--- src/rtl/burst_addr_gen_if.sv ---
// Command and bus-address bundle for burst_addr_gen.
//
// Both channels use the same valid/ready rule. A transfer happens on a
// rising clk edge where valid && ready are both 1. Once a producer raises
// valid, it holds valid and its payload stable until that transfer
// happens. Ready may toggle freely.
//
// Modport roles:
//   master - the address generator (accepts commands, drives bus beats)
//   slave  - its environment (issues commands, accepts bus beats)
interface burst_addr_gen_if #(
   parameter int BITWIDTH = 8,
   parameter int LENWIDTH = 4
);
   logic                cmd_valid;
   logic                cmd_ready;
   logic [BITWIDTH-1:0] cmd_addr;
   logic [LENWIDTH-1:0] cmd_len;
   logic                cmd_write;

   logic                bus_valid;
   logic                bus_ready;
   logic [BITWIDTH-1:0] bus_addr;
   logic                bus_write;
   logic                bus_last;

   modport master (
      input  cmd_valid, cmd_addr, cmd_len, cmd_write, bus_ready,
      output cmd_ready, bus_valid, bus_addr, bus_write, bus_last
   );

   modport slave (
      output cmd_valid, cmd_addr, cmd_len, cmd_write, bus_ready,
      input  cmd_ready, bus_valid, bus_addr, bus_write, bus_last
   );
endinterface

--- src/rtl/burst_addr_gen.sv ---
// Burst address generator: takes one command (start, beat count, direction)
// and issues one incrementing address beat per accepted bus cycle.
// The end of the burst is found by NBitComparator checking beat_cnt+1 < len.
// Optional feature macro: BURST_ERR_EN. When it is defined, err flags
// zero-length or wrapping bursts. When it is undefined, err is tied to 0.

// Less-than comparator. It takes the sign bit of a - b, so it is only exact
// when both operands have their MSB clear. The caller guarantees that.
module NBitComparator #(
   parameter int BITWIDTH = 8
) (
   input  logic [BITWIDTH-1:0] a,
   input  logic [BITWIDTH-1:0] b,
   output logic                lt
);
   logic [BITWIDTH-1:0] diff;

   assign diff = a - b;
   assign lt   = diff[BITWIDTH-1];
endmodule

module burst_addr_gen #(
   parameter int BITWIDTH = 8,
   parameter int LENWIDTH = 4
) (
   input  logic             clk,
   input  logic             reset,
   burst_addr_gen_if.master bif,
   output logic             done,
   output logic             err,
   output logic             dbg_state_o
);

   typedef enum logic {IDLE = 1'b0, ISSUE = 1'b1} state_t;

   state_t              state_q, state_d;
   logic [BITWIDTH-1:0] addr_q, addr_d;
   logic [LENWIDTH-1:0] len_q, len_d;
   logic                write_q, write_d;
   logic [LENWIDTH-1:0] cnt_q, cnt_d;
   logic                done_q, done_d;

   logic                in_idle;
   logic                in_issue;
   logic                accept;
   logic                xfer;
   logic                lt;
   logic                last_w;
   logic [LENWIDTH-1:0] cnt_inc;

   assign in_idle  = (state_q == IDLE);
   assign in_issue = (state_q == ISSUE);
   assign accept   = in_idle && bif.cmd_valid;
   assign xfer     = in_issue && bif.bus_ready;

   // cnt_q never exceeds len-1 while issuing, so cnt_q+1 fits in LENWIDTH bits.
   assign cnt_inc = cnt_q + LENWIDTH'(1);

   // The extra zero MSB keeps the sign-bit compare exact for any length.
   NBitComparator #(.BITWIDTH(LENWIDTH + 1)) u_cmp (
      .a  ({1'b0, cnt_inc}),
      .b  ({1'b0, len_q}),
      .lt (lt)
   );

   assign last_w = ~lt;

   // Next-state and datapath updates for the IDLE/ISSUE control.
   always_comb begin
      state_d = state_q;
      addr_d  = addr_q;
      len_d   = len_q;
      write_d = write_q;
      cnt_d   = cnt_q;
      done_d  = 1'b0;
      case (state_q)
         IDLE: begin
            if (accept) begin
               addr_d  = bif.cmd_addr;
               len_d   = bif.cmd_len;
               write_d = bif.cmd_write;
               cnt_d   = '0;
               if (bif.cmd_len != '0) begin
                  state_d = ISSUE;
               end else begin
                  done_d = 1'b1;
               end
            end
         end
         ISSUE: begin
            if (xfer) begin
               cnt_d = cnt_inc;
               if (last_w) begin
                  state_d = IDLE;
                  done_d  = 1'b1;
               end
            end
         end
         default: state_d = IDLE;
      endcase
   end

   // State and datapath registers. Reset abandons any burst without a done pulse.
   always_ff @(posedge clk) begin
      if (reset) begin
         state_q <= IDLE;
         addr_q  <= '0;
         len_q   <= '0;
         write_q <= 1'b0;
         cnt_q   <= '0;
         done_q  <= 1'b0;
      end else begin
         state_q <= state_d;
         addr_q  <= addr_d;
         len_q   <= len_d;
         write_q <= write_d;
         cnt_q   <= cnt_d;
         done_q  <= done_d;
      end
   end

   // All outputs are forced low during reset, including cmd_ready.
   assign bif.cmd_ready = in_idle & ~reset;
   assign bif.bus_valid = in_issue & ~reset;
   assign bif.bus_addr  = (addr_q + BITWIDTH'(cnt_q)) & {BITWIDTH{bif.bus_valid}};
   assign bif.bus_write = write_q & bif.bus_valid;
   assign bif.bus_last  = last_w & bif.bus_valid;
   assign done          = done_q & ~reset;
   assign dbg_state_o   = state_q;

`ifdef BURST_ERR_EN
   logic                err_q;
   logic                err_calc;
   logic [BITWIDTH:0]   end_sum;

   // start + len > 2^BITWIDTH is the same as start + len - 1 > 2^BITWIDTH - 1.
   assign end_sum  = {1'b0, bif.cmd_addr} + {{(BITWIDTH + 1 - LENWIDTH){1'b0}}, bif.cmd_len};
   assign err_calc = (bif.cmd_len == '0) || (end_sum > {1'b1, {BITWIDTH{1'b0}}});

   // Sticky error, re-evaluated on each accepted command.
   always_ff @(posedge clk) begin
      if (reset) begin
         err_q <= 1'b0;
      end else if (accept) begin
         err_q <= err_calc;
      end
   end

   assign err = err_q & ~reset;
`else
   assign err = 1'b0;
`endif

endmodule

--- src/flat_wrapper.sv ---
// flat-port wrapper written by rule: the top's interface ports become plain ports
module burst_addr_gen_flat 
#(
   parameter int BITWIDTH = 8,
   parameter int LENWIDTH = 4
)
  (clk, reset, done, err, dbg_state_o, bif_cmd_valid, bif_cmd_addr, bif_cmd_len, bif_cmd_write, bif_bus_ready, bif_cmd_ready, bif_bus_valid, bif_bus_addr, bif_bus_write, bif_bus_last);
  burst_addr_gen_if #(.BITWIDTH(BITWIDTH), .LENWIDTH(LENWIDTH)) bif_i ();
  input  logic clk;
  input  logic reset;
  output logic done;
  output logic err;
  output logic dbg_state_o;
  input wire logic [$bits(bif_i.cmd_valid)-1:0] bif_cmd_valid;
  input wire logic [$bits(bif_i.cmd_addr)-1:0] bif_cmd_addr;
  input wire logic [$bits(bif_i.cmd_len)-1:0] bif_cmd_len;
  input wire logic [$bits(bif_i.cmd_write)-1:0] bif_cmd_write;
  input wire logic [$bits(bif_i.bus_ready)-1:0] bif_bus_ready;
  output wire logic [$bits(bif_i.cmd_ready)-1:0] bif_cmd_ready;
  output wire logic [$bits(bif_i.bus_valid)-1:0] bif_bus_valid;
  output wire logic [$bits(bif_i.bus_addr)-1:0] bif_bus_addr;
  output wire logic [$bits(bif_i.bus_write)-1:0] bif_bus_write;
  output wire logic [$bits(bif_i.bus_last)-1:0] bif_bus_last;
  assign bif_i.cmd_valid = bif_cmd_valid;
  assign bif_i.cmd_addr = bif_cmd_addr;
  assign bif_i.cmd_len = bif_cmd_len;
  assign bif_i.cmd_write = bif_cmd_write;
  assign bif_i.bus_ready = bif_bus_ready;
  assign bif_cmd_ready = bif_i.cmd_ready;
  assign bif_bus_valid = bif_i.bus_valid;
  assign bif_bus_addr = bif_i.bus_addr;
  assign bif_bus_write = bif_i.bus_write;
  assign bif_bus_last = bif_i.bus_last;
  burst_addr_gen #(.BITWIDTH(BITWIDTH), .LENWIDTH(LENWIDTH)) u_core (.clk(clk), .reset(reset), .bif(bif_i), .done(done), .err(err), .dbg_state_o(dbg_state_o));
endmodule
--- config.mk ---
export PLATFORM = sky130hd
export DESIGN_NAME = burst_addr_gen_flat
export DESIGN_NICKNAME = d
export VERILOG_FILES = /design/src/rtl/burst_addr_gen_if.sv /design/src/rtl/burst_addr_gen.sv /design/src/flat_wrapper.sv
export SDC_FILE = /design/constraint.sdc
export NUM_CORES = 1
export LEC_CHECK = 0
export CAP_MARGIN = 20
export CORE_UTILIZATION = 49
export DETAILED_ROUTE_END_ITERATION = 16
export PLACE_DENSITY_LB_ADDON = 0.3
export SETUP_SLACK_MARGIN = 0.02
export SYNTH_ARGS = -nofsm -noshare
export SYNTH_HDL_FRONTEND = slang
export SYNTH_SLANG_ARGS = --single-unit
export TNS_END_PERCENT = 5
--- constraint.sdc ---
create_clock -name clk -period 5.7 [get_ports clk]
set_input_delay 1.14 -clock clk [delete_from_list [all_inputs] [get_ports clk]]
set_output_delay 1.14 -clock clk [all_outputs]
set_load 0.005 [all_outputs]
==> results summary <==
The end-of-flow core utilization is between 70% and 80%. The residual DRC count is 0. The number of gates given a new drive strength after cts came out at 0. Setup repair after global routing left no endpoint under its margin. The number of global-route vias before repair came out at 1056. The clock input transition at the sequential cells of the worst setup and hold paths is ~0.1 ns. The fraction of the cycle the final worst path needs is 71.9%. The number of vias after detailed routing is roughly 1000. Relative to the synthesized area, the layout overhead comes to 31.0%. The maximum number of pins on one net before global-route repair is 23. The violation count after the first detailed-routing iteration is 18.

Walking the worst path, the cells encountered are clkdlybuf4s50_1 > buf_4 > nand2b_1 > inv_1 > and2_1 > clkdlybuf4s50_1. The flow ran to the end, and the final reports show no timing, DRC or antenna violations. sky130_fd_sc_hd__dfxtp_1 takes more of the synthesized area than any other cell. Setup total negative slack on the finished layout was measured at 0 ns.

Grouping stages by cell kind, the critical path spends the most delay in buffers and inverters. The number of H-tree branching levels came out at 1. The final hold violation count is 0. Of the synthesized area, sequential elements account for ~35%. The number of warning messages in the yosys log came out at 0.

Yosys instantiated no cell more often than sky130_fd_sc_hd__nand2_1. The post-place setup slack is about 1.6 ns. After synthesis, the share of flip-flops with an asynchronous set or reset is 0%. The initial antenna violation count is 0.

By count the netlist is led by sky130_fd_sc_hd__nand2_1 (27), sky130_fd_sc_hd__a21oi_1 (20), sky130_fd_sc_hd__dfxtp_1 (19). Timing would allow up to around 0.24 GHz. The synthesized design contains 0 enable-type register cells.

For the pin with the worst max-slew slack, the measured transition is 0.929 ns. The number of distinct library cells after synthesis came out at 33. The area taken by flip-flops and latches came out at 380 um2. The worst setup path is launched from a primary input. STA classifies the critical path endpoint as an output port. The average detailed-routed wire length per instance came out at between 10 and 15 um. The share of layout cells above drive strength 1 came out at 4.85%.

The floorplan step defined a die boundary enclosing around 2400 um2. The area of the core is about 2000 um2. The minimum setup slack in the final design is 1.60 ns. The die width is 48.8 um.

The highest-delay cell along the critical path is sky130_fd_sc_hd__clkdlybuf4s50_1. Synthesis produced a netlist with a net count of around 160. The height of the chip is between 40 and 50 um. Buffers placed on the I/O ports in this run total 30. The synthesized netlist cell count came out at approximately 140. For this design the static power due to leakage is roughly 0.57 nW. On the final layout, the worst clock skew is 0.00404 ns. At the end of the flow, the number of nets in the layout was about 190.

The number of top-level design ports is 32. The required time of the worst setup path came out at 4.56 ns. The total global routing overflow is 0. The cell chosen for the clock root is sky130_fd_sc_hd__clkbuf_4. The max-slew violation total from the final report was 0. The clock period minus worst slack came out at about 4 ns. The weighted congestion reported at the end of routability-driven placement is 0.795. The count of nets left with antenna violations once routing finished came out at 0.

By instance count, the cell type seen most on the critical path is sky130_fd_sc_hd__clkdlybuf4s50_1. The power density over the cells came out at ~190 nW/um2. The data arrival at the endpoint of the critical path came out at 2.96 ns. The TritonCTS sink count is 19. On the worst path, the slowest cell contributes a delay of 0.46 ns. The detailed-route vias per instance is around 5.5. Max-cap violations in this run came to 0.

The first-pass detailed-route iteration total came out at 4. Among all flip-flop cells after synthesis, the most frequent one is sky130_fd_sc_hd__dfxtp_1. The initial standard-cell utilization of the core is 53.6%. The setup path with the least slack is of type in2out. The total area of multi-input combinational cells came out at around 640 um2. The buffer count from post-CTS setup fixing is 0.

Wires add up to 2490 um. The synthesized netlist occupies a cell area of 1070 um2. The number of register bits inferred by synthesis came out at 19. The floorplan has 16 rows. The number of buffers inserted for hold repair after clock tree synthesis came out at 0.

The total CTS buffers is 3. The global routing usage summed across all routing layers is between 20% and 30%. Across the VDD grid, the largest voltage drop is ~0.16 mV. Dividing the synthesized area by the synthesized cell count gives 7.84 um2. The first-pass GRT wire length came out at between 4000 and 5000 um.

Counting both buffers and inverters, the worst setup path holds a total of 4. The HPWL after detailed placement came out at 1860 um. The largest fanout on the critical path came out at 22. The antenna diode instance count came out at 0. In the post-synthesis netlist, the biggest area contributors are sky130_fd_sc_hd__dfxtp_1 (35%), sky130_fd_sc_hd__nand2_1 (9.4%), sky130_fd_sc_hd__a21oi_1 (9.3%). The worst hold path belongs to the class reg2reg.

Summed over its instances, the top area cell type makes up 35.4% of the synthesized netlist area. The later pin in the worst-skew pair is clocked with a latency of about 0.30 ns. The clock tree from TritonCTS is built.

The relative slew slack is 38.0%. The setup violation total in the final timing report is 0. The maximum count of clock buffers along a single path came out at 2. The fill cell instance count of the final layout came out at ~170.
## state kept, by name, summed over array words and instances (netlist names)
| register | count |
|---|---|
| u_core.len_q | 4 |
| u_core.addr_q | 8 |
| u_core.cnt_q | 4 |
| u_core.done_q | 1 |
| u_core.dbg_state_o | 1 |
| u_core.write_q | 1 |
## placed cells by master (no fill, tap or decap), types with 2 or more instances in the layout
master	netlist	routed
sky130_fd_sc_hd__clkdlybuf4s50_1	0	30
sky130_fd_sc_hd__nand2_1	27	27
sky130_fd_sc_hd__a21oi_1	20	20
sky130_fd_sc_hd__dfxtp_1	19	19
sky130_fd_sc_hd__nor2_1	10	10
sky130_fd_sc_hd__ha_1	8	8
sky130_fd_sc_hd__inv_1	5	5
sky130_fd_sc_hd__nand3_1	4	4
sky130_fd_sc_hd__xnor2_1	3	3
sky130_fd_sc_hd__or3_1	3	3
sky130_fd_sc_hd__and2_1	3	3
sky130_fd_sc_hd__nor2b_1	3	3
sky130_fd_sc_hd__clkbuf_4	0	3
sky130_fd_sc_hd__xor2_1	2	2
sky130_fd_sc_hd__nand2b_1	2	2
sky130_fd_sc_hd__o21ai_0	2	2
sky130_fd_sc_hd__a211oi_1	2	2
sky130_fd_sc_hd__o22ai_1	2	2
sky130_fd_sc_hd__a32oi_1	2	2
## through the flow
stage                     hold WS (ns)  cells  total power, mW  cell area [um2]
final                            0.463    192            0.268             1410
after global routing             0.489    192            0.285             1410
after CTS                        0.463    192            0.267             1410
after detailed placement         0.450    188            0.201             1380
after global placement           0.442    188            0.199             1380
after floorplan                  0.432    137            0.177             1070
## final cells by class
cell class                      instances  area share (%)
Tap cell                               27            2.40
Sequential cell                        19            27.0
Inverter                                5            1.33
Timing Repair Buffer                   31            21.9
Clock buffer                            4            1.87
Multi-Input combinational cell        106            45.5
## path summary, 6_finish.rpt
| check | start | to | cells after the start | slack [ns] |
|---|---|---|---|---|
| max | reset | bif_bus_write | 6 | 1.60 |
| min | u_core.write_q | u_core.write_q | 2 | 0.46 |
| max reg2reg | u_core.cnt_q[0] | u_core.done_q | 7 | 3.73 |
| min reg2reg | u_core.write_q | u_core.write_q | 2 | 0.46 |
## power breakdown
part           leakage [nW]  internal, mW  switching, mW
combinational         0.404        0.0272         0.0249
clock                0.0150        0.0273         0.0422
sequential            0.156         0.140        0.00647
## per-layer routing
metal / GRT usage [%] / share of wire [%]
met1: 26.8 / 44
met2: 41.4 / 50
met3: 5.30 / 4.8
met4: 11.3 / 1.1
met5: 0 / 0
## worst min-delay path, cell delays in order, from the launching register on
cell and delay (ns):
sky130_fd_sc_hd__dfxtp_1 0.32, sky130_fd_sc_hd__nand2_1 0.05, sky130_fd_sc_hd__a21oi_1 0.06
## kinds of logic after synthesis
family                   synth area share, %
XOR/XNOR                                4.08
AND/OR/NAND/NOR                         22.4
other                                  0.349
flip-flops                              35.4
AO/OA/AOI/OAI                           21.6
adder cells (fa/ha/maj)                 11.2
buffers and inverters                   5.01
No activity file was read; power rests on OpenSTA's default activity.
==> edit 1: new RTL, same flow settings <==
`addr_q` no longer has a reset.
--- a/src/rtl/burst_addr_gen.sv
+++ b/src/rtl/burst_addr_gen.sv
@@ -104,19 +104,21 @@
    always_ff @(posedge clk) begin
       if (reset) begin
          state_q <= IDLE;
-         addr_q  <= '0;
          len_q   <= '0;
          write_q <= 1'b0;
          cnt_q   <= '0;
          done_q  <= 1'b0;
       end else begin
          state_q <= state_d;
-         addr_q  <= addr_d;
          len_q   <= len_d;
          write_q <= write_d;
          cnt_q   <= cnt_d;
          done_q  <= done_d;
       end
+   end
+
+   always_ff @(posedge clk) begin
+      addr_q <= addr_d;
    end
 
    // All outputs are forced low during reset, including cmd_ready.
Function: same outputs for any inputs over 10 cycles, from zero or initial values and one cycle with reset high; that may be too few to reach the edited logic, so the function may still have changed.
==> edit 1 against the unedited design <==
Sequential share of layout area up 6.4 points. Non-clock buffer count shrank 1. Total power grew 3.9%. Worst setup slack worse by 0.095 ns. Sequential cell count did not move. Synthesized area fell by 2.6%. Final area decreased by 2.0%. Maximum frequency is 2.3% lower. Critical path type unchanged. Critical path depth fell by 1. Die area fell by 2.5%. Core utilization shrank 0.74 points. Sequential power rose by 7%. Largest power group unchanged. Final cell count decreased by 13%. Wire length down 5.0%.
==> edit 1: results (changes against the unedited design) <==
[outcome]
status=completed  ; unchanged

[setup_path]
path_max_fanout=14  ; was 22
regToRegSetupSlack_ns=3.70  ; was 3.73 ns
crit_end=bif_bus_addr[0]  ; was bif_bus_write

[synthesis]
synth_nets=137  ; was 163
ys_seq_area_share_pct=44.0  ; was 35.4%
synthAdderAreaFrac_pct=11.5  ; was 11.2%
synth_cell_type_count=34  ; was 33
synth_area_leaders=edfxtp_1 (23%), dfxtp_1 (21%), ha_1 (9.6%)  ; was dfxtp_1 (35%), nand2_1 (9.4%), a21oi_1 (9.3%)

[route]
met1Wirelength_mm=1.01  ; was 1.09 mm
wl_mm=2.37  ; was 2.49 mm
avgViaCountPerCell=5.57  ; was 5.46
dr_wl_met3_um=95  ; was 120 um
drt_iter0_markers=22  ; was 18
wl_met2_mm=1.19  ; was 1.25 mm

[placed_design]
place_ws_ns=1.52  ; was 1.62 ns
place_inst=163  ; was 188
dp_hpwl_mm=1.83  ; was 1.86 mm

[final_layout]
fin_nets=167  ; was 192
drive_gt1_share_pct=6.43  ; was 4.85%

[global_routing]
met1_usage_pct=25.7  ; was 26.8%
grt_pass1_vias=877  ; was 1,056
grt_max_degree=15  ; was 23
met2_usage_pct=41.1  ; was 41.4%
grt_pass1_wl_mm=3.64  ; was 4.35 mm

[power]
peakVddDrop_uv=186  ; was 163 uV
p_leak_nw=0.558  ; was 0.574 nW

[sta]
fin_skew_ns=0.00334  ; was 0.00404 ns

## edit 1: area by class of cell
cell class	count	area, sq um
clock buffer	3	22.5
clock inverter	1	5.00
fill	156	604
inverter	6	22.5
multi-input combinational	81	533
sequential	19	460
tap	27	33.8
timing repair buffer	30	300
## edit 1: cells by family (layout without fill, tap and decap cells)
family                     count (synthesis)  in the layout
xor gates and xnor gates                   5              5
and+or+nand+nor                           37             37
other                                      1              1
adders and majority gates                  9              9
DFF                                       19             19
buffers and inverters                     11             40
AOI/OAI and AO/OA                         29             29
## edit 1: where the power goes
group          switching [W]  total [W]  leakage (nW)  internal, W
Clock              0.0000446  0.0000708        0.0177    0.0000262
Combinational      0.0000237  0.0000519         0.374    0.0000282
Sequential        0.00000577   0.000156         0.166     0.000150
Total              0.0000740   0.000278         0.558     0.000204
## edit 1: critical path, cell delays in order
cell and delay, ns:
clkdlybuf4s50_1 0.77, nand2b_1 0.35, inv_1 0.16, and2_1 0.19, clkdlybuf4s50_1 0.44
==> edit 2: new RTL, same flow settings <==
Without the edit above. The option `BURST_ERR_EN` is turned on by a define.
--- a/src/rtl/burst_addr_gen.sv
+++ b/src/rtl/burst_addr_gen.sv
@@ -6,6 +6,8 @@
 
 // Less-than comparator. It takes the sign bit of a - b, so it is only exact
 // when both operands have their MSB clear. The caller guarantees that.
+`define BURST_ERR_EN
+
 module NBitComparator #(
    parameter int BITWIDTH = 8
 ) (
Formal check against the unedited RTL: not equivalent (Yosys sat finds a counterexample within 4 cycles, from zero or initial values and one cycle with reset high).
==> edit 2 against the unedited design <==
Synthesized area rose by 17%. Clock skew barely moved. Sequential cell count rose by 1. Synthesized cell count rose by 16%. Final area rose by 15%. Wire length rose by 19%. Core utilization fell by 4.1 points. Maximum frequency fell by 1.2%. Via count rose by 16%. Non-clock buffer count rose by 1. Worst setup slack got worse by 0.048 ns. Total power rose by 15%. Highest routed layer unchanged.
==> edit 2: results (changes against the unedited design) <==
[setup_path]
path_max_fanout=25  ; was 22
max_stage_delay_ns=0.49  ; was 0.46 ns
crit_arrival_ns=3.01  ; was 2.96 ns

[route]
wl_mm=2.97  ; was 2.49 mm
wl_per_cell_um=13.5  ; was 13.0 um
drt_iter0_markers=12  ; was 18

[final_layout]
multi_input_area_sq_um=816  ; was 639 sq um
inverters=4  ; was 5
drive_gt1_share_pct=5.29  ; was 4.85%
buf_share_pct=19.6  ; was 21.9%
multi_input_cells=129  ; was 106
n_all_buffers=32  ; was 31

[global_routing]
grt_max_degree=26  ; was 23
track_usage_pct=23.4  ; was 23.6%

[placed_design]
place_ws_ns=1.56  ; was 1.62 ns
place.gp.congestion=0.764  ; was 0.795

[synthesis]
synth_compound_area_share_pct=18.9  ; was 21.6%
ys_seq_area_share_pct=31.7  ; was 35.4%
synthAdderAreaFrac_pct=15.1  ; was 11.2%
avgSynthCellArea_sq_um=7.93  ; was 7.84 sq um
synth_nets=190  ; was 163
synth_cell_type_count=35  ; was 33

[outcome]
status=completed  ; unchanged

[power]
peakVddDrop_uv=117  ; was 163 uV

[sta]
worstMarginPinSlew_ns=0.944  ; was 0.929 ns
fin_skew_ns=0.00393  ; was 0.00404 ns

[cts]
cts.clk_slew.worst_paths_ns=0.12  ; was 0.10 ns

[floorplanning]
die-area_sq_mm=0.00278  ; was 0.00238 sq mm

[edit 2: cell types whose count changed after synthesis, moves of 3 or more]
cell and change:
clkbuf_1 +3, nand2_1 +6, a21o_1 +3, ha_1 +4
o21ai_0 +3, buf_2 -4
[edit 2: path summary, 6_finish.rpt]
path,slack [ns],endpoint,cells after the start
worst max-delay path,1.55,bif_bus_addr[5],8
worst max register to register,3.69,u_core.done_q,6
worst min register to register,0.46,u_core.write_q,2
worst min-delay path,0.46,u_core.write_q,2
[edit 2: per-layer routing]
metal / global-route usage (%) / wire (um) / vias up
li1: - / - / 610
met3: 4.35 / 110 / 4
met5: 0 / 0 / -
met1: 23.7 / 1260 / 570
met2: 45.8 / 1560 / 27
met4: 9.21 / 38 / 0
[edit 2: report_power, final]
group	switching [W]	total (W)	internal [W]
logic	0.0000334	0.0000682	0.0000348
clock network	0.0000462	0.0000852	0.0000390
registers	0.00000670	0.000154	0.000147
total	0.0000863	0.000307	0.000221
